File: src/rtl/grid_marker_if.sv
// rtl/grid_marker_if.sv - request/status and VGA pixel bus for grid_marker
//
// Purpose: bundles the mark request (start plus captured fields), the status
// outputs (busy/done/err) and the one-pixel-per-clock VGA plot bus.
// Ports (signals):
//   start, x_square, y_square, player, mode, colour : request, driven by master
//   busy, done, err                                  : status, driven by slave
//   vga_x, vga_y, vga_colour, vga_plot               : pixel bus, driven by slave
interface grid_marker_if #(
  parameter int IDXW = 4
);
  logic            start;
  logic [IDXW-1:0] x_square;
  logic [IDXW-1:0] y_square;
  logic            player;
  logic [1:0]      mode;
  logic [2:0]      colour;
  logic            busy;
  logic            done;
  logic            err;
  logic [8:0]      vga_x;
  logic [7:0]      vga_y;
  logic [2:0]      vga_colour;
  logic            vga_plot;

  modport master (
    output start, x_square, y_square, player, mode, colour,
    input  busy, done, err, vga_x, vga_y, vga_colour, vga_plot
  );

  modport slave (
    input  start, x_square, y_square, player, mode, colour,
    output busy, done, err, vga_x, vga_y, vga_colour, vga_plot
  );
endinterface

File: src/rtl/grid_marker.sv
// rtl/grid_marker.sv - paints one cross/fill/outline/clear mark into a board cell
//
// Purpose: on start (sampled only when idle) draws one mark into one cell of
// one of two boards, one pixel per clock, then pulses done for one cycle.
// Ports:
//   clk   : system clock
//   rst_n : synchronous active-low reset
//   bus   : grid_marker_if slave (request in; busy/done/err and VGA pixel bus out)
module grid_marker #(
  parameter int GRID_N = 10,
  parameter int CELL   = 12,
  parameter int PITCH  = 14,
  parameter int BASEX0 = 10,
  parameter int BASEX1 = 178,
  parameter int BASEY  = 91,
  parameter int IDXW   = 4
) (
  input  logic          clk,
  input  logic          rst_n,
  grid_marker_if.slave  bus
);

  localparam int            CW   = (CELL > 2) ? $clog2(CELL) : 1;
  localparam logic [CW-1:0] LAST = CW'(CELL - 1);

  localparam logic [1:0] M_CROSS   = 2'd0;
  localparam logic [1:0] M_OUTLINE = 2'd2;
  localparam logic [1:0] M_CLEAR   = 2'd3;

  typedef enum logic [2:0] {
    S_IDLE, S_LOAD, S_CROSS_A, S_CROSS_B, S_RASTER, S_DONE
  } state_t;

  state_t          state_q, state_d;
  logic [IDXW-1:0] xs_q, xs_d;
  logic [IDXW-1:0] ys_q, ys_d;
  logic            player_q, player_d;
  logic [1:0]      mode_q, mode_d;
  logic [2:0]      colour_q, colour_d;
  logic            err_q, err_d;
  logic [8:0]      bx_q, bx_d;
  logic [7:0]      by_q, by_d;
  logic [CW-1:0]   i_q, i_d;
  logic [CW-1:0]   j_q, j_d;

  always_ff @(posedge clk) begin
    if (!rst_n) begin
      state_q  <= S_IDLE;
      xs_q     <= '0;
      ys_q     <= '0;
      player_q <= 1'b0;
      mode_q   <= 2'd0;
      colour_q <= 3'd0;
      err_q    <= 1'b0;
      bx_q     <= 9'd0;
      by_q     <= 8'd0;
      i_q      <= '0;
      j_q      <= '0;
    end else begin
      state_q  <= state_d;
      xs_q     <= xs_d;
      ys_q     <= ys_d;
      player_q <= player_d;
      mode_q   <= mode_d;
      colour_q <= colour_d;
      err_q    <= err_d;
      bx_q     <= bx_d;
      by_q     <= by_d;
      i_q      <= i_d;
      j_q      <= j_d;
    end
  end

  always_comb begin
    state_d  = state_q;
    xs_d     = xs_q;
    ys_d     = ys_q;
    player_d = player_q;
    mode_d   = mode_q;
    colour_d = colour_q;
    err_d    = err_q;
    bx_d     = bx_q;
    by_d     = by_q;
    i_d      = i_q;
    j_d      = j_q;
    case (state_q)
      S_IDLE: begin
        if (bus.start) begin
          xs_d     = bus.x_square;
          ys_d     = bus.y_square;
          player_d = bus.player;
          mode_d   = bus.mode;
          colour_d = bus.colour;
          if ((32'(bus.x_square) >= GRID_N) || (32'(bus.y_square) >= GRID_N)) begin
            err_d   = 1'b1;
            state_d = S_DONE;
          end else begin
            err_d   = 1'b0;
            state_d = S_LOAD;
          end
        end
      end
      S_LOAD: begin
        // Cell origin is computed from the captured indices, never the live inputs.
        bx_d    = (player_q ? 9'(BASEX1) : 9'(BASEX0)) + 9'(PITCH) * 9'(xs_q);
        by_d    = 8'(BASEY) + 8'(PITCH) * 8'(ys_q);
        i_d     = '0;
        j_d     = '0;
        state_d = (mode_q == M_CROSS) ? S_CROSS_A : S_RASTER;
      end
      S_CROSS_A: begin
        if (i_q == LAST) begin
          i_d     = '0;
          state_d = S_CROSS_B;
        end else begin
          i_d = i_q + 1'b1;
        end
      end
      S_CROSS_B: begin
        if (i_q == LAST) begin
          i_d     = '0;
          state_d = S_DONE;
        end else begin
          i_d = i_q + 1'b1;
        end
      end
      S_RASTER: begin
        if (i_q == LAST) begin
          i_d = '0;
          if (j_q == LAST) begin
            j_d     = '0;
            state_d = S_DONE;
          end else begin
            j_d = j_q + 1'b1;
          end
        end else begin
          i_d = i_q + 1'b1;
        end
      end
      S_DONE: begin
        err_d   = 1'b0;
        state_d = S_IDLE;
      end
      default: state_d = S_IDLE;
    endcase
  end

  // Pixel outputs decode only registered state and counters.
  logic       plot;
  logic [8:0] px;
  logic [7:0] py;

  always_comb begin
    plot = 1'b0;
    px   = 9'd0;
    py   = 8'd0;
    case (state_q)
      S_CROSS_A: begin
        plot = 1'b1;
        px   = bx_q + 9'(i_q);
        py   = by_q + 8'(i_q);
      end
      S_CROSS_B: begin
        plot = 1'b1;
        px   = bx_q + 9'(LAST) - 9'(i_q);
        py   = by_q + 8'(i_q);
      end
      S_RASTER: begin
        plot = (mode_q != M_OUTLINE) || (i_q == '0) || (i_q == LAST) ||
               (j_q == '0) || (j_q == LAST);
        px   = bx_q + 9'(i_q);
        py   = by_q + 8'(j_q);
      end
      default: ;
    endcase
  end

  assign bus.busy       = (state_q != S_IDLE);
  assign bus.done       = (state_q == S_DONE);
  assign bus.err        = (state_q == S_DONE) && err_q;
  assign bus.vga_plot   = plot;
  assign bus.vga_x      = plot ? px : 9'd0;
  assign bus.vga_y      = plot ? py : 8'd0;
  assign bus.vga_colour = (mode_q == M_CLEAR) ? 3'd0 : colour_q;

endmodule

File: src/flat_wrapper.sv
// flat-port wrapper written by rule: the top's interface ports become plain ports
module grid_marker_flat 
#(
  parameter int GRID_N = 10,
  parameter int CELL   = 12,
  parameter int PITCH  = 14,
  parameter int BASEX0 = 10,
  parameter int BASEX1 = 178,
  parameter int BASEY  = 91,
  parameter int IDXW   = 4
)
  (clk, rst_n, bus_start, bus_x_square, bus_y_square, bus_player, bus_mode, bus_colour, bus_busy, bus_done, bus_err, bus_vga_x, bus_vga_y, bus_vga_colour, bus_vga_plot);
  grid_marker_if #(.IDXW(IDXW)) bus_i ();
  input  logic clk;
  input  logic rst_n;
  input wire logic [$bits(bus_i.start)-1:0] bus_start;
  input wire logic [$bits(bus_i.x_square)-1:0] bus_x_square;
  input wire logic [$bits(bus_i.y_square)-1:0] bus_y_square;
  input wire logic [$bits(bus_i.player)-1:0] bus_player;
  input wire logic [$bits(bus_i.mode)-1:0] bus_mode;
  input wire logic [$bits(bus_i.colour)-1:0] bus_colour;
  output wire logic [$bits(bus_i.busy)-1:0] bus_busy;
  output wire logic [$bits(bus_i.done)-1:0] bus_done;
  output wire logic [$bits(bus_i.err)-1:0] bus_err;
  output wire logic [$bits(bus_i.vga_x)-1:0] bus_vga_x;
  output wire logic [$bits(bus_i.vga_y)-1:0] bus_vga_y;
  output wire logic [$bits(bus_i.vga_colour)-1:0] bus_vga_colour;
  output wire logic [$bits(bus_i.vga_plot)-1:0] bus_vga_plot;
  assign bus_i.start = bus_start;
  assign bus_i.x_square = bus_x_square;
  assign bus_i.y_square = bus_y_square;
  assign bus_i.player = bus_player;
  assign bus_i.mode = bus_mode;
  assign bus_i.colour = bus_colour;
  assign bus_busy = bus_i.busy;
  assign bus_done = bus_i.done;
  assign bus_err = bus_i.err;
  assign bus_vga_x = bus_i.vga_x;
  assign bus_vga_y = bus_i.vga_y;
  assign bus_vga_colour = bus_i.vga_colour;
  assign bus_vga_plot = bus_i.vga_plot;
  grid_marker #(.GRID_N(GRID_N), .CELL(CELL), .PITCH(PITCH), .BASEX0(BASEX0), .BASEX1(BASEX1), .BASEY(BASEY), .IDXW(IDXW)) u_core (.clk(clk), .rst_n(rst_n), .bus(bus_i));
endmodule
File: config.mk
export PLATFORM = sky130hd
export DESIGN_NAME = grid_marker_flat
export DESIGN_NICKNAME = d
export VERILOG_FILES = /design/src/rtl/grid_marker_if.sv /design/src/rtl/grid_marker.sv /design/src/flat_wrapper.sv
export SDC_FILE = /design/constraint.sdc
export NUM_CORES = 1
export LEC_CHECK = 0
export CAP_MARGIN = 5
export CORE_AREA = 2 2 87 89
export DETAILED_ROUTE_END_ITERATION = 8
export DIE_AREA = 0 0 89 91
export HOLD_SLACK_MARGIN = 0.08
export PLACE_DENSITY = 0.71
export RECOVER_POWER = 100
export SLEW_MARGIN = 20
export SYNTH_ARGS = -nofsm -noshare
export SYNTH_HDL_FRONTEND = slang
export SYNTH_SLANG_ARGS = --single-unit
File: constraint.sdc
create_clock -name clk -period 3.8 [get_ports clk]
set_input_delay 0.76 -clock clk [delete_from_list [all_inputs] [get_ports clk]]
set_output_delay 0.76 -clock clk [all_outputs]
set_load 0.05 [all_outputs]
**After elaboration in Yosys (flattened, before gate mapping)**

Cells that the tools add are included.

- Bits in registers: 43
- Bits in latches: 0
- RAM bits: 0
- ROM bits: 0
- Bits of input ports: 17
- Memories: 0

- $add $sub $neg: 9
- Multiply operators: 2
- Div/mod/pow operators: 0
- Magnitude comparators: 2
- Eq/ne operators: 14
- Shift operators: 0
- Mux-type cells: 23
- Bitwise logic cells: 0
- Reduce and logical (&&, ||, !) cells: 21

Operators with widths:

| kind | count |
|---|---|
| 3-bit two-way mux | 8 |
| 9-bit one-hot mux with 2 select lines | 1 |
| 8-bit by 4-bit adder with 8-bit output | 2 |
| 8-bit two-way mux | 2 |
| 4-bit one-hot mux with 2 select lines | 2 |
| 8-bit one-hot mux with 2 select lines | 1 |
| 3-bit one-hot mux with 5 select lines | 1 |
| 3-bit by 4-bit multiplier with 7-bit output (first input constant) | 2 |
| 4-bit two-way mux | 3 |
| 9-bit by 4-bit adder with 9-bit output | 1 |
| 9-bit by 4-bit adder with 9-bit output (second input constant) | 1 |
| 9-bit by 8-bit adder with 9-bit output | 1 |
| 9-bit two-way mux | 1 |
| 9-bit by 4-bit subtractor with 9-bit output | 1 |
| 4-bit by 1-bit adder with 4-bit output (second input constant) | 2 |
| 7-bit by 8-bit adder with 8-bit output (first input constant) | 1 |
| 4-bit equality test (second input constant) | 2 |
| 4-bit >= comparator (second input constant) | 2 |
| 4-bit logical NOT | 2 |
| 2-bit by 1-bit != test with 1-bit output (second input constant) | 4 |
| 3-bit by 2-bit equality test with 1-bit output (second input constant) | 2 |
| 3-bit equality test (second input constant) | 2 |
| 2-bit AND reduction | 3 |
| 2-bit nonzero test | 3 |
| other kinds (13) | 21 |

**Logic depth before layout (Yosys ltp)**

Gate-level depths: netlist of the first run.

- Depth after elaboration: 7
- Mapped depth: 13

**Worst setup path after synthesis of the first run**

Ideal clock, no wire load.

- Kind: reg2out
- Start: register u_core.state_q[2]
- End: output bus_vga_y[7]
- Arrival time: 2.949 ns
- Data required time: 3.040 ns
- Path slack: 0.091 ns
- Cell stages (with the launch flop): 10
- Path through: dfxtp_1 buf_2 nor3b_2 buf_2 mux2_2 ha_1 a21o_1 a21oi_1 or3_1 a21oi_1

- Longest elaborated chain between the ends: 4
- Elaborated cells on any way between the ends: 7
- Those cells by class: 3 x eq/ne; 3 x mux; 1 x reduce/logical

RTL lines:

| item | line | text |
|---|---|---|
| start, declared | grid_marker.sv:34 | `state_t state_q, state_d;` |
| start signal, assigned | grid_marker.sv:60 | `state_q <= state_d;` |
| 3-bit by 2-bit equality test with 1-bit output | grid_marker.sv:157 | `case (state_q)` |
| 2-bit OR reduction (no line) | - |  |
| 8-bit one-hot mux with 2 select lines or 1-bit one-hot mux with 2 select lines (tied branches) | grid_marker.sv:157 |  |
| 8-bit two-way mux (*) | grid_marker.sv:183 | `assign bus.vga_y = plot ? py : 8'd0;` |
| end, declared | flat_wrapper.sv:26 | `output wire logic [$bits(bus_i.vga_y)-1:0] bus_vga_y;` |

Every way passes the cells marked *; elsewhere a longest branch is shown, timed or not.

**Worst setup path after layout of the first run**

- Start: register u_core.bx_q[2]
- End: output bus_vga_x[3]

- Longest elaborated chain between the ends: 4
- Elaborated cells on any way between the ends: 5
- Those cells by class: 3 x add/sub; 2 x mux

RTL lines:

| item | line | text |
|---|---|---|
| start, declared | grid_marker.sv:41 | `logic [8:0] bx_q, bx_d;` |
| start signal, assigned | grid_marker.sv:55 | `bx_q <= 9'd0;` |
| start signal, assigned | grid_marker.sv:67 | `bx_q <= bx_d;` |
| 9-bit by 4-bit adder with 9-bit output | grid_marker.sv:165 | `px = bx_q + 9'(LAST) - 9'(i_q);` |
| 9-bit by 4-bit subtractor with 9-bit output | grid_marker.sv:165 |  |
| 9-bit one-hot mux with 2 select lines (*) | grid_marker.sv:157 |  |
| 9-bit two-way mux (*) | grid_marker.sv:182 | `assign bus.vga_x = plot ? px : 9'd0;` |
| end, declared | flat_wrapper.sv:25 | `output wire logic [$bits(bus_i.vga_x)-1:0] bus_vga_x;` |

Marked as above.

==> impl_results.md, run 1 <==
* Status: complete, no violations
* Met1 usage at between 20% and 30%
* Flops & latches, synth at 42
* Layout overhead on the synthesized area at 16.6%
* Crit path required time at 3.04 ns
* Drt wl/cell at 12.6 um
* First-pass DRT Iterations at 4
* Hold_sp: u_core.colour_q[1]
* Final Setup Violations at 0
* Vias in the first global route at 2,868
* Die X at between 80 and 90 um
* Critical-path cell list: inv_1, ha_1, inv_1, ha_1, inv_1, fa_1, nor2_1, a21oi_1, nor2_1, clkdlybuf4s50_1
* Detailed-route via count at between 3,000 and 4,000
* Initial Util at 48.8%
* Die area at roughly 0.008 sq mm
* Synthesized instance count at around 450
* Core area at 0.00714 sq mm
* Final hold viol count at 0
* DP Area at between 0.004 and 0.005 sq mm
* Dominant synthesized flop cell: dfxtp_1
* Post-layout util at a little under three fifths
* Fill count at a little under 700
* CP most frequent cell: inv_1
* Crit-path max FO at 4
* RSZ-0062 raised after global routing: no
* Most Crowded Layer GR: met2
* Residual DRC at 0
* Routed vias/inst at between 5 and 6
* Crit path arrival time at 2.88 ns
* Synth top area cells: dfxtp_1 (24%), ha_1 (15%), a21oi_1 (6.8%)
* Worst path bufs/invs at 4
* R2r setup slk at 0.82 ns
* Most common cell in the netlist: nand2_1
* TritonCTS Buffers at 5
* Max_cap viols at 0
* Post-route minimum period at 3.64 ns
* CP endpoint kind: primary output
* Slowest stage cell, crit path: clkdlybuf4s50_1
* Delay-heaviest family, CP: buffers and inverters
* TNS Setup at 0 ns
* Clock Sinks at 42
* Area share of the largest cell type after synthesis at between 20% and 30%
* Synth warnings at 0
* Depth of the most critical reg-to-reg path at 9
* Lkg Pwr at ~1.7 nW
* First-pass GRT wire length at ~13,000 um
* Sequential fraction of the synthesis area at between 20% and 30%
* Yosys cell types at slightly below 50
* Max Buffers Root-to-Sink at 2
* Worst Tran Pin Value at around 1.0 ns
* GR Overflow Total at 0
* Top cells by count, synth: nand2_1 (56), a21oi_1 (47), dfxtp_1 (42), nor2_1 (42), ha_1 (41)
* Capturing point of the worst reg2reg path: u_core.bx_q[7]
* GR Layer Usage met2 at between 30% and 40%
* H-Tree Depth at 2
* Clock latency at the later pin of the worst-skew pair at roughly 0.30 ns
* DR iter-0 viols at approximately 120
* Clk pwr share at 11.6%
* Biggest area consumer among synthesized cells: dfxtp_1
* Post-synth ARST share at 0%
* CTS clk-pin slew, worst paths at ~0.080 ns
* Min-Delay Path Class: flop to flop
* Clk_skew at ~0.013 ns
* Combinational Power Share at 61.4%
* CP Class: flop to primary output
* Pin count of the biggest net entering global routing at 34
* Final nets at about 560
* Max-slew violation count at 0
* Post-DP HPWL at about 5800 um
* Worst setup SP type: flop
* Synth Area per Inst at 7.83 sq um
* Place WS at roughly 0.43 ns
* Worst hold stages at 2
* Reg power frac at ~27%
* CP max stage delay at 0.80 ns
* Core Rows at 31
* Final cycle utilization of the critical path at between 90% and 100%
* FMAX at between 200 and 300 MHz
* CTS tree: built
* Top-Level Pins at 41
* GPL Wtd Cong at between 0.8 and 0.9
* Worst vdd ir at 0.293 mV
* Total GRT Usage at a little under 20%
* DIE HEIGHT at just over 90 um
* Psw at between 1 and 1.5 mW
* P per Cell Area at between 600 and 700 mW/mm^2
* Layout cells sized above 1 at 6.56%
* CTS root buf: clkbuf_8
* Slew HR at between 30% and 40%
* Synthesized cell area at between 0.003 and 0.004 sq mm
* Routed WL at approximately 7400 um
* Routing usage on met3 at under 10%
* Cell Int Power at 1.28 mW
* Post-route setup slack at ~0.16 ns
* DRT antenna net count at 0
* Post-CTS Hold Buffers at 0
* PortBufs at 40
* WHS Endpoint: u_core.colour_q[1]
* Syn_nets at around 510
* Inserted Diodes at 0
* RR Startpoint: u_core.xs_q[1]
* Final instance area at 0.00406 sq mm
* EDFF count, synth at 0
* Sw frac at about half
* Initial antenna violation count at 0
layout by cell type (no fill, tap or decap), types with 3 or more instances in the layout:
cell type / instances
clkbuf_1: 6
dlygate4sd3_1: 11
clkbuf_8: 5
o211ai_1: 4
dfxtp_1: 41
a21o_1: 8
a21oi_1: 47
a211oi_1: 8
and3_1: 3
nand2_1: 56
fa_1: 11
o21ai_0: 25
nor3b_1: 3
nor3_1: 12
xnor2_1: 19
nand3_1: 7
ha_1: 41
or3_1: 3
a31oi_1: 6
and2_1: 6
nand2b_1: 3
buf_4: 9
inv_1: 35
nor2b_1: 11
o21a_1: 3
mux2i_1: 5
clkdlybuf4s50_1: 17
nor2_1: 42
clkbuf_2: 6
through the flow:
stage               hold slack [ns]  total power [mW]  std cells
floorplan                     0.432              1.85        445
global placement              0.439              2.25        579
detailed placement            0.446              2.28        579
CTS                           0.459              2.57        587
global route                  0.490              2.73        587
finish                        0.460              2.50        587
flip-flops by register name, summed over array words and instances, names as in the netlist:
register         flops
u_core.err_q         1
u_core.colour_q      3
u_core.xs_q          4
u_core.player_q      1
u_core.mode_q        2
u_core.bx_q          8
u_core.state_q       3
u_core.j_q           4
u_core.i_q           4
u_core.by_q          8
u_core.ys_q          4
metal layers:
layer	up-vias	share of wire [%]
met5	-	0
met4	0	1.1
met3	9	3.5
met2	53	45
met1	1386	50
li1	1609	-
power groups by stage:
stage                     Sequential, mW  Clock (mW)  Combinational [mW]
after global placement             0.685           0                1.56
after CTS                          0.679       0.294                1.60
after floorplan                    0.658           0                1.19
after detailed placement           0.690           0                1.59
after global routing               0.700       0.308                1.72
final                              0.677       0.289                1.54
cell families after synthesis:
kind of cell / Yosys count / synth area share, %
XOR/XNOR: 21 / 5.28
buffers and inverters: 50 / 5.78
AO/OA/AOI/OAI: 115 / 20.0
AND/OR/NAND/NOR: 158 / 21.6
adder cells (fa/ha/maj): 52 / 21.0
flip-flops: 42 / 24.1
multiplexers: 7 / 2.08
worst max-delay path by stage:
stage / slack (ns) / end / start / depth (start not counted)
3_3_place_gp: 0.48 / bus_vga_x[5] / u_core.bx_q[3] / 10
5_1_grt: 0.02 / bus_vga_y[6] / u_core.state_q[2] / 13
2_1_floorplan: 0.09 / bus_vga_y[7] / u_core.state_q[2] / 9
3_5_place_dp: 0.43 / bus_vga_x[5] / u_core.bx_q[3] / 10
4_1_cts: 0.1 / bus_vga_x[3] / u_core.i_q[2] / 9
6_report: 0.16 / bus_vga_x[3] / u_core.bx_q[2] / 10
cell type report:
type / count / area (sq um) / area share (%)
Multi-Input combinational cell: 353 / 2440 / 60.1
Sequential cell: 42 / 842 / 20.7
Timing Repair Buffer: 50 / 437 / 10.8
Inverter: 35 / 131 / 3.23
Tap cell: 99 / 124 / 3.05
Clock buffer: 6 / 72.6 / 1.79
Clock inverter: 2 / 13.8 / 0.339
worst min-delay path, delay by kind of cell, from the launching register on:
family	cells	cell delay (ns)
AO/OA/AOI/OAI	1	0.05
flip-flops	1	0.31
AND/OR/NAND/NOR	1	0.05
what timing repair did:
| item | in CTS | in global routing |
|---|---|---|
| setup buffers | 0 | 0 |
| endpoints found under the setup margin | 0 | 3 |
| gates resized for setup | 0 | 2 |
| endpoints found under the hold margin | 0 | 0 |
No activity file was read; power rests on OpenSTA's default activity.
==> run 2, diff against run 1 <==
--- a/config.mk
+++ b/config.mk
@@ -10,7 +10,7 @@
 export DETAILED_ROUTE_END_ITERATION = 8
 export DIE_AREA = 0 0 89 91
 export HOLD_SLACK_MARGIN = 0.08
-export PLACE_DENSITY = 0.71
+export PLACE_DENSITY = 0.74
 export RECOVER_POWER = 100
 export SLEW_MARGIN = 20
 export SYNTH_ARGS = -nofsm -noshare
==> constraint.sdc (replaced) <==
create_clock -name clk -period 3 [get_ports clk]
set_input_delay 0.6 -clock clk [delete_from_list [all_inputs] [get_ports clk]]
set_output_delay 0.6 -clock clk [all_outputs]
set_load 0.05 [all_outputs]
==> impl_results.md, run 2 (synthesis gave the netlist of run 1 again) <==
* Status: complete, but fails checks
* Violated checks: setup timing
* Post-DP HPWL at 6280 um (+9.2%)
* FMAX at 315 MHz
* Critical-path cell list: nor3b_4, buf_6, nand2_2, o21ai_2, ha_2, inv_2, fa_2, nor2b_4, o21ai_2, a21oi_2, xnor2_2, nor2_4, buf_12
* Worst setup SP type: flop
* Final cycle utilization of the critical path at 106%
* Inserted Diodes at 0 (unchanged)
* Slowest stage cell, crit path: fa_2
* First-pass GRT wire length at 14,300 um (+12%)
* Capturing point of the worst reg2reg path: u_core.bx_q[7]
* Depth of the most critical reg-to-reg path at 9 (unchanged)
* Max Buffers Root-to-Sink at 2 (unchanged)
* R2r setup slk at 0.05 ns (-0.77 ns)
* Crit path required time at 2.40 ns (-0.64 ns)
* Inst Count DP at 591 (+2.1%)
* GR Overflow Total at 0 (unchanged)
* DRT antenna net count at 0 (unchanged)
* Vias in the first global route at 3,184 (+11%)
* Final Setup Violations at 7 (+7)
* Crit-path max FO at 4 (unchanged)
* GPL Wtd Cong at 0.886 (+5.0%)
* Die X at 89 um (unchanged)
* Crit path arrival time at 2.58 ns (-0.30 ns)
* Drt wl/cell at 14.2 um (+12%)
* Most frequent cells in the layout: nand2_1 (55), a21oi_1 (41), nor2_1 (38)
* Post-route setup slack at -0.178 ns (-0.341 ns)
* Finished Layout Cells at 616 (+4.9%)
* First-pass DRT Iterations at 4 (unchanged)
* Levels on crit path at 13 (+3)
* Post-layout util at 66.2% (+9.3 points)
* CP endpoint kind: primary output
* CTS root buf: clkbuf_8
* WHS Endpoint: u_core.colour_q[0]
* Worst-case hold slack at 0.458 ns (-0.00196 ns)
* Clock Sinks at 42 (unchanged)
* P per Cell Area at 786 mW/mm^2 (+28%)
* Final hold viol count at 0 (unchanged)
* H-Tree Depth at 2 (unchanged)
* CTS tree: built
* Delay-heaviest family, CP: adder cells
* Residual DRC at 0 (unchanged)
* Initial antenna violation count at 0 (unchanged)
* Min-Delay Path Class: flop to flop
* Most common cell after layout, fill and taps aside: nand2_1
* Core area at 0.00714 sq mm (unchanged)
* Worst path bufs/invs at 3 (-1)
* DR iter-0 viols at 144 (+23%)
* Layout cells sized above 1 at 24.6% (+18 points)
* Detailed-route via count at 3,281 (+7.3%)
* Initial Util at 48.8% (unchanged)
* Hold_sp: u_core.colour_q[0]
* Post-route minimum period at about 3.2 ns
* Routed WL at 8750 um (+18%)
* Final instance area at 0.00472 sq mm (+16%)
* TritonCTS Buffers at 5 (unchanged)
* RSZ-0062 raised after global routing: yes
* Worst hold stages at 2 (unchanged)
* Max_cap viols at 0 (unchanged)
* Lkg Pwr at 1.94 nW (+12%)
* RR Startpoint: u_core.xs_q[1]
* Layout overhead on the synthesized area at 35.6%
* Top flop regs: u_core.bx_q: 8 flops, u_core.by_q: 8 flops
* Top-Level Pins at 41 (unchanged)
* Clk_skew at 0.0128 ns (-0.000170 ns)
* CP max stage delay at 0.37 ns (-0.43 ns)
* Pin count of the biggest net entering global routing at 17 (-50%)
* Worst Tran Pin Value at 1.41 ns (+0.375 ns)
* Total GRT Usage at 21.9% (+2.4 points)
* DIE HEIGHT at 91 um (unchanged)
* Max-slew violation count at 0 (unchanged)
* DP Area at 0.00424 sq mm (+3.7%)
* Die area at 0.00810 sq mm (unchanged)
* TNS Setup at -0.774 ns (-0.774 ns)
* Final nets at 585 (+5.2%)
* CTS clk-pin slew, worst paths at 0.08 ns (about the same)
* Routed vias/inst at 5.33 (+2.3%)
* Crit path launch: u_core.state_q[0]
* CP most frequent cell: o21ai_2
* CP Class: flop to primary output
* Slew HR at 5.65% (-25 points)
* Worst vdd ir at 0.320 mV (+9.2%)
* PortBufs at 40 (unchanged)
* Core Rows at 31 (unchanged)
* Clock latency at the later pin of the worst-skew pair at 0.31 ns (about the same)
[run 2: cell types whose count changed in the layout (fill, tap and decap cells not counted), sizes merged]
cell,previous run,this run
dlygate4sd3,11,5
clkbuf,17,10
clkinvlp,0,1
clkinv,2,1
buf,11,53
[run 2: layer usage]
metal	routed length, um	track usage [%]	vias to the layer above
met3	394	3.82	23
li1	-	-	1658
met5	0	0	-
met2	4120	34.7	90
met1	4050	29.3	1510
met4	182	8.46	0
[run 2: layout make-up]
class | count | area [sq um]
inverters | 35 | 134
clock buffers | 6 | 82.6
repair buffers | 79 | 818
multi-input cells | 353 | 2700
clock inverters | 2 | 12.5
flip-flops and latches | 42 | 855
well taps | 99 | 124
fillers | 583 | 2410
[run 2: what timing repair did]
action                                  4_1_cts  5_1_grt
gates cloned                                  0        2
endpoints found under the setup margin       13       20
hold buffers                                  0        0
setup buffers                                 8        7
pin swaps                                    23       24
hold endpoints to repair                      0        0
gates resized for setup                      36       41
[run 2: how the worst max path moves through the flow]
stage                          end  slack (ns)
floorplan             bus_vga_y[7]       -0.02
global placement      bus_vga_y[7]        0.09
detailed placement  u_core.bx_q[6]       -0.01
CTS                   bus_vga_y[7]       -0.13
global route          bus_vga_y[6]       -0.28
finish                bus_vga_y[6]       -0.18
[run 2: report_power, final]
group | total, mW | switching [mW] | internal, mW
registers | 0.860 | 0.156 | 0.704
clock network | 0.394 | 0.209 | 0.185
logic | 2.46 | 1.39 | 1.07
[run 2: worst min-delay path, delay by kind of cell (launching register included)]
kind | cells | cell delay, ns
AO/OA/AOI/OAI | 1 | 0.05
AND/OR/NAND/NOR | 1 | 0.05
flip-flops | 1 | 0.31
[run 2: stage by stage]
stage	setup WS, ns	power (mW)
floorplan	-0.0229	2.41
global placement	0.0945	2.94
detailed placement	-0.0129	3.00
CTS	-0.127	3.53
global route	-0.284	3.99
finish	-0.178	3.72
==> run 3, diff against run 2 <==
--- a/config.mk
+++ b/config.mk
@@ -10,7 +10,7 @@
 export DETAILED_ROUTE_END_ITERATION = 8
 export DIE_AREA = 0 0 89 91
 export HOLD_SLACK_MARGIN = 0.08
-export PLACE_DENSITY = 0.74
+export PLACE_DENSITY_LB_ADDON = 0.3
 export RECOVER_POWER = 100
 export SLEW_MARGIN = 20
 export SYNTH_ARGS = -nofsm -noshare
==> impl_results.md, run 3 (synthesis gave the netlist of run 1 again) <==
* CP endpoint kind: primary output
* H-Tree Depth at 2 (unchanged)
* Initial Util at 48.8% (unchanged)
* Fill count at 609 (+4.5%)
* CTS tree: built
* Lkg Pwr at 1.93 nW (-0.71%)
* Slew HR at 47.4% (+42 points)
* Sw frac at 45.1% (-2.1 points)
* Power consumption at 3.88 mW (+4.5%)
* Max Buffers Root-to-Sink at 2 (unchanged)
* Clock latency at the later pin of the worst-skew pair at 0.30 ns (about the same)
* Clock Sinks at 42 (unchanged)
* Area of the multi-input gates at 0.00268 sq mm (-0.70%)
* Post-DP HPWL at 6310 um (+0.51%)
* Worst setup SP type: flop
* Core area at 0.00714 sq mm (unchanged)
* Most frequent cells in the layout: nand2_1 (55), a21oi_1 (41), nor2_1 (38)
* Worst Tran Pin Value at 0.786 ns (-0.626 ns)
* Initial antenna violation count at 0 (unchanged)
* Crit path arrival time at 2.62 ns (+0.04 ns)
* Violated checks: setup timing
* Worst vdd ir at 0.306 mV (-4.4%)
* Routed vias/inst at 5.39 (+1.3%)
* Total GRT Usage at 21.9% (about the same)
* Max-slew violation count at 0 (unchanged)
* DP Area at 0.00422 sq mm (-0.35%)
* First-pass GRT wire length at 14,400 um (about the same)
* Layout cells sized above 1 at 22.7% (-1.9 points)
* Final hold viol count at 0 (unchanged)
* Top flop regs: u_core.bx_q: 8 flops, u_core.by_q: 8 flops
* PortBufs at 40 (unchanged)
* GPL Wtd Cong at 0.905 (+2.2%)
* Combinational Power Share at 63.3% (-3.0 points)
* P per Cell Area at 826 mW/mm^2 (+5.1%)
* Max_cap viols at 0 (unchanged)
* Detailed-route via count at 3,290 (+0.27%)
* TritonCTS Buffers at 5 (unchanged)
* DR iter-0 viols at 124 (-14%)
* Status: complete, but fails checks
* Residual DRC at 0 (unchanged)
* First-pass DRT Iterations at 4 (unchanged)
* Crit-path max FO at 6 (+2)
* Post-route setup slack at -0.219 ns (-0.0413 ns)
* RSZ-0062 raised after global routing: yes
* CTS root buf: clkbuf_8
* Clk pwr share at 14.5% (+3.9 points)
* Post-route minimum period at 3.22 ns (+0.0413 ns)
* Psw at 1.75 mW (-0.20%)
* Routed WL at 8680 um (-0.74%)
* Core Rows at 31 (unchanged)
* Post-layout util at 65.8% (-0.39 points)
* Final Setup Violations at 7 (unchanged)
* Die X at 89 um (unchanged)
* Most common cell after layout, fill and taps aside: nand2_1
* Layout overhead on the synthesized area at 34.8%
* Drt wl/cell at 14.2 um (+0.23%)
* CP Class: flop to primary output
* Die area at 0.00810 sq mm (unchanged)
* Register area at 855 sq um (unchanged)
* FMAX at 311 MHz (-1.3%)
* Min-Delay Path Class: flop to flop
* DIE HEIGHT at 91 um (unchanged)
* GR Overflow Total at 0 (unchanged)
* Crit path required time at 2.40 ns (about the same)
* Reg power frac at 22.2% (-0.9 points)
* Vias in the first global route at 3,207 (+0.72%)
* Cell Int Power at 2.13 mW (+8.6%)
* Final instance area at 0.00470 sq mm (-0.58%)
* Pin count of the biggest net entering global routing at 17 (unchanged)
* Final nets at 579 (-1.0%)
* Inserted Diodes at 0 (unchanged)
* DRT antenna net count at 0 (unchanged)
* Final cycle utilization of the critical path at 107% (+1.4 points)
* Clk_skew at 0.00364 ns (-0.00918 ns)
* Top-Level Pins at 41 (unchanged)
* CTS clk-pin slew, worst paths at 0.09 ns (about the same)
run 3: cell count changes in the layout (fill, tap and decap cells not counted), sizes merged:
cell	before	now
buf	53	50
bufinv	0	2
clkbuf	10	7
clkdlybuf4s50	17	22
clkinv	1	0
clkinvlp	1	0
dlygate4sd3	5	0
run 3: worst max-delay path, stage by stage, from the launching register on:
cell and delay, ns:
dfxtp_2 0.34, nor3b_4 0.30, buf_4 0.18, mux2_4 0.30, ha_4 0.28, a21o_1 0.16, a21oi_1 0.09, or3_4 0.38
a21oi_4 0.15, buf_12 0.15
run 3: routing by layer:
| layer | part of all wire [%] | track usage (%) | vias to the layer above |
|---|---|---|---|
| met4 | 1.6 | 6.72 | 0 |
| met2 | 48 | 36.0 | 98 |
| met3 | 4.9 | 4.00 | 14 |
| met1 | 46 | 28.8 | 1526 |
| li1 | - | - | 1652 |
| met5 | 0 | 0 | - |
run 3: through the flow:
stage	setup slack (ns)	TNS, ns	hold WS [ns]	std cells
2_1_floorplan	-0.0229	-0.0229	0.432	445
3_3_place_gp	0.107	0	0.439	589
3_5_place_dp	-0.0304	-0.0443	0.445	589
4_1_cts	-0.180	-0.505	0.456	604
5_1_grt	-0.303	-1.33	0.492	610
6_report	-0.219	-0.668	0.453	610
run 3: worst paths after layout:
path,from,end,slack (ns),cells after the start
worst max-delay path,u_core.state_q[0],bus_vga_y[7],-0.22,9
worst min-delay path,u_core.colour_q[1],u_core.colour_q[1],0.45,2
worst max register to register,u_core.xs_q[1],u_core.bx_q[7],0.17,9
worst min register to register,u_core.colour_q[1],u_core.colour_q[1],0.45,2
run 3: final cells by class:
class                   count  area share [%]
clock inverters             2            1.28
inverters                  35            2.80
multi-input cells         353            57.1
clock buffers               6            1.76
flip-flops and latches     42            18.2
repair buffers             73            16.3
well taps                  99            2.64
run 3: power groups by stage:
stage	combinational [mW]	clock [mW]	sequential [mW]
after floorplan	1.57	0	0.839
after global routing	2.68	0.590	0.882
after detailed placement	2.13	0	0.857
final	2.46	0.562	0.861
after CTS	2.26	0.572	0.855
after global placement	2.08	0	0.850
run 3: timing repair:
item | CTS | global route
pin swaps | 19 | 18
cloned | 0 | 1
setup buffers | 7 | 5
hold buffers | 0 | 0
endpoints found under the setup margin | 12 | 21
resized for setup | 34 | 22
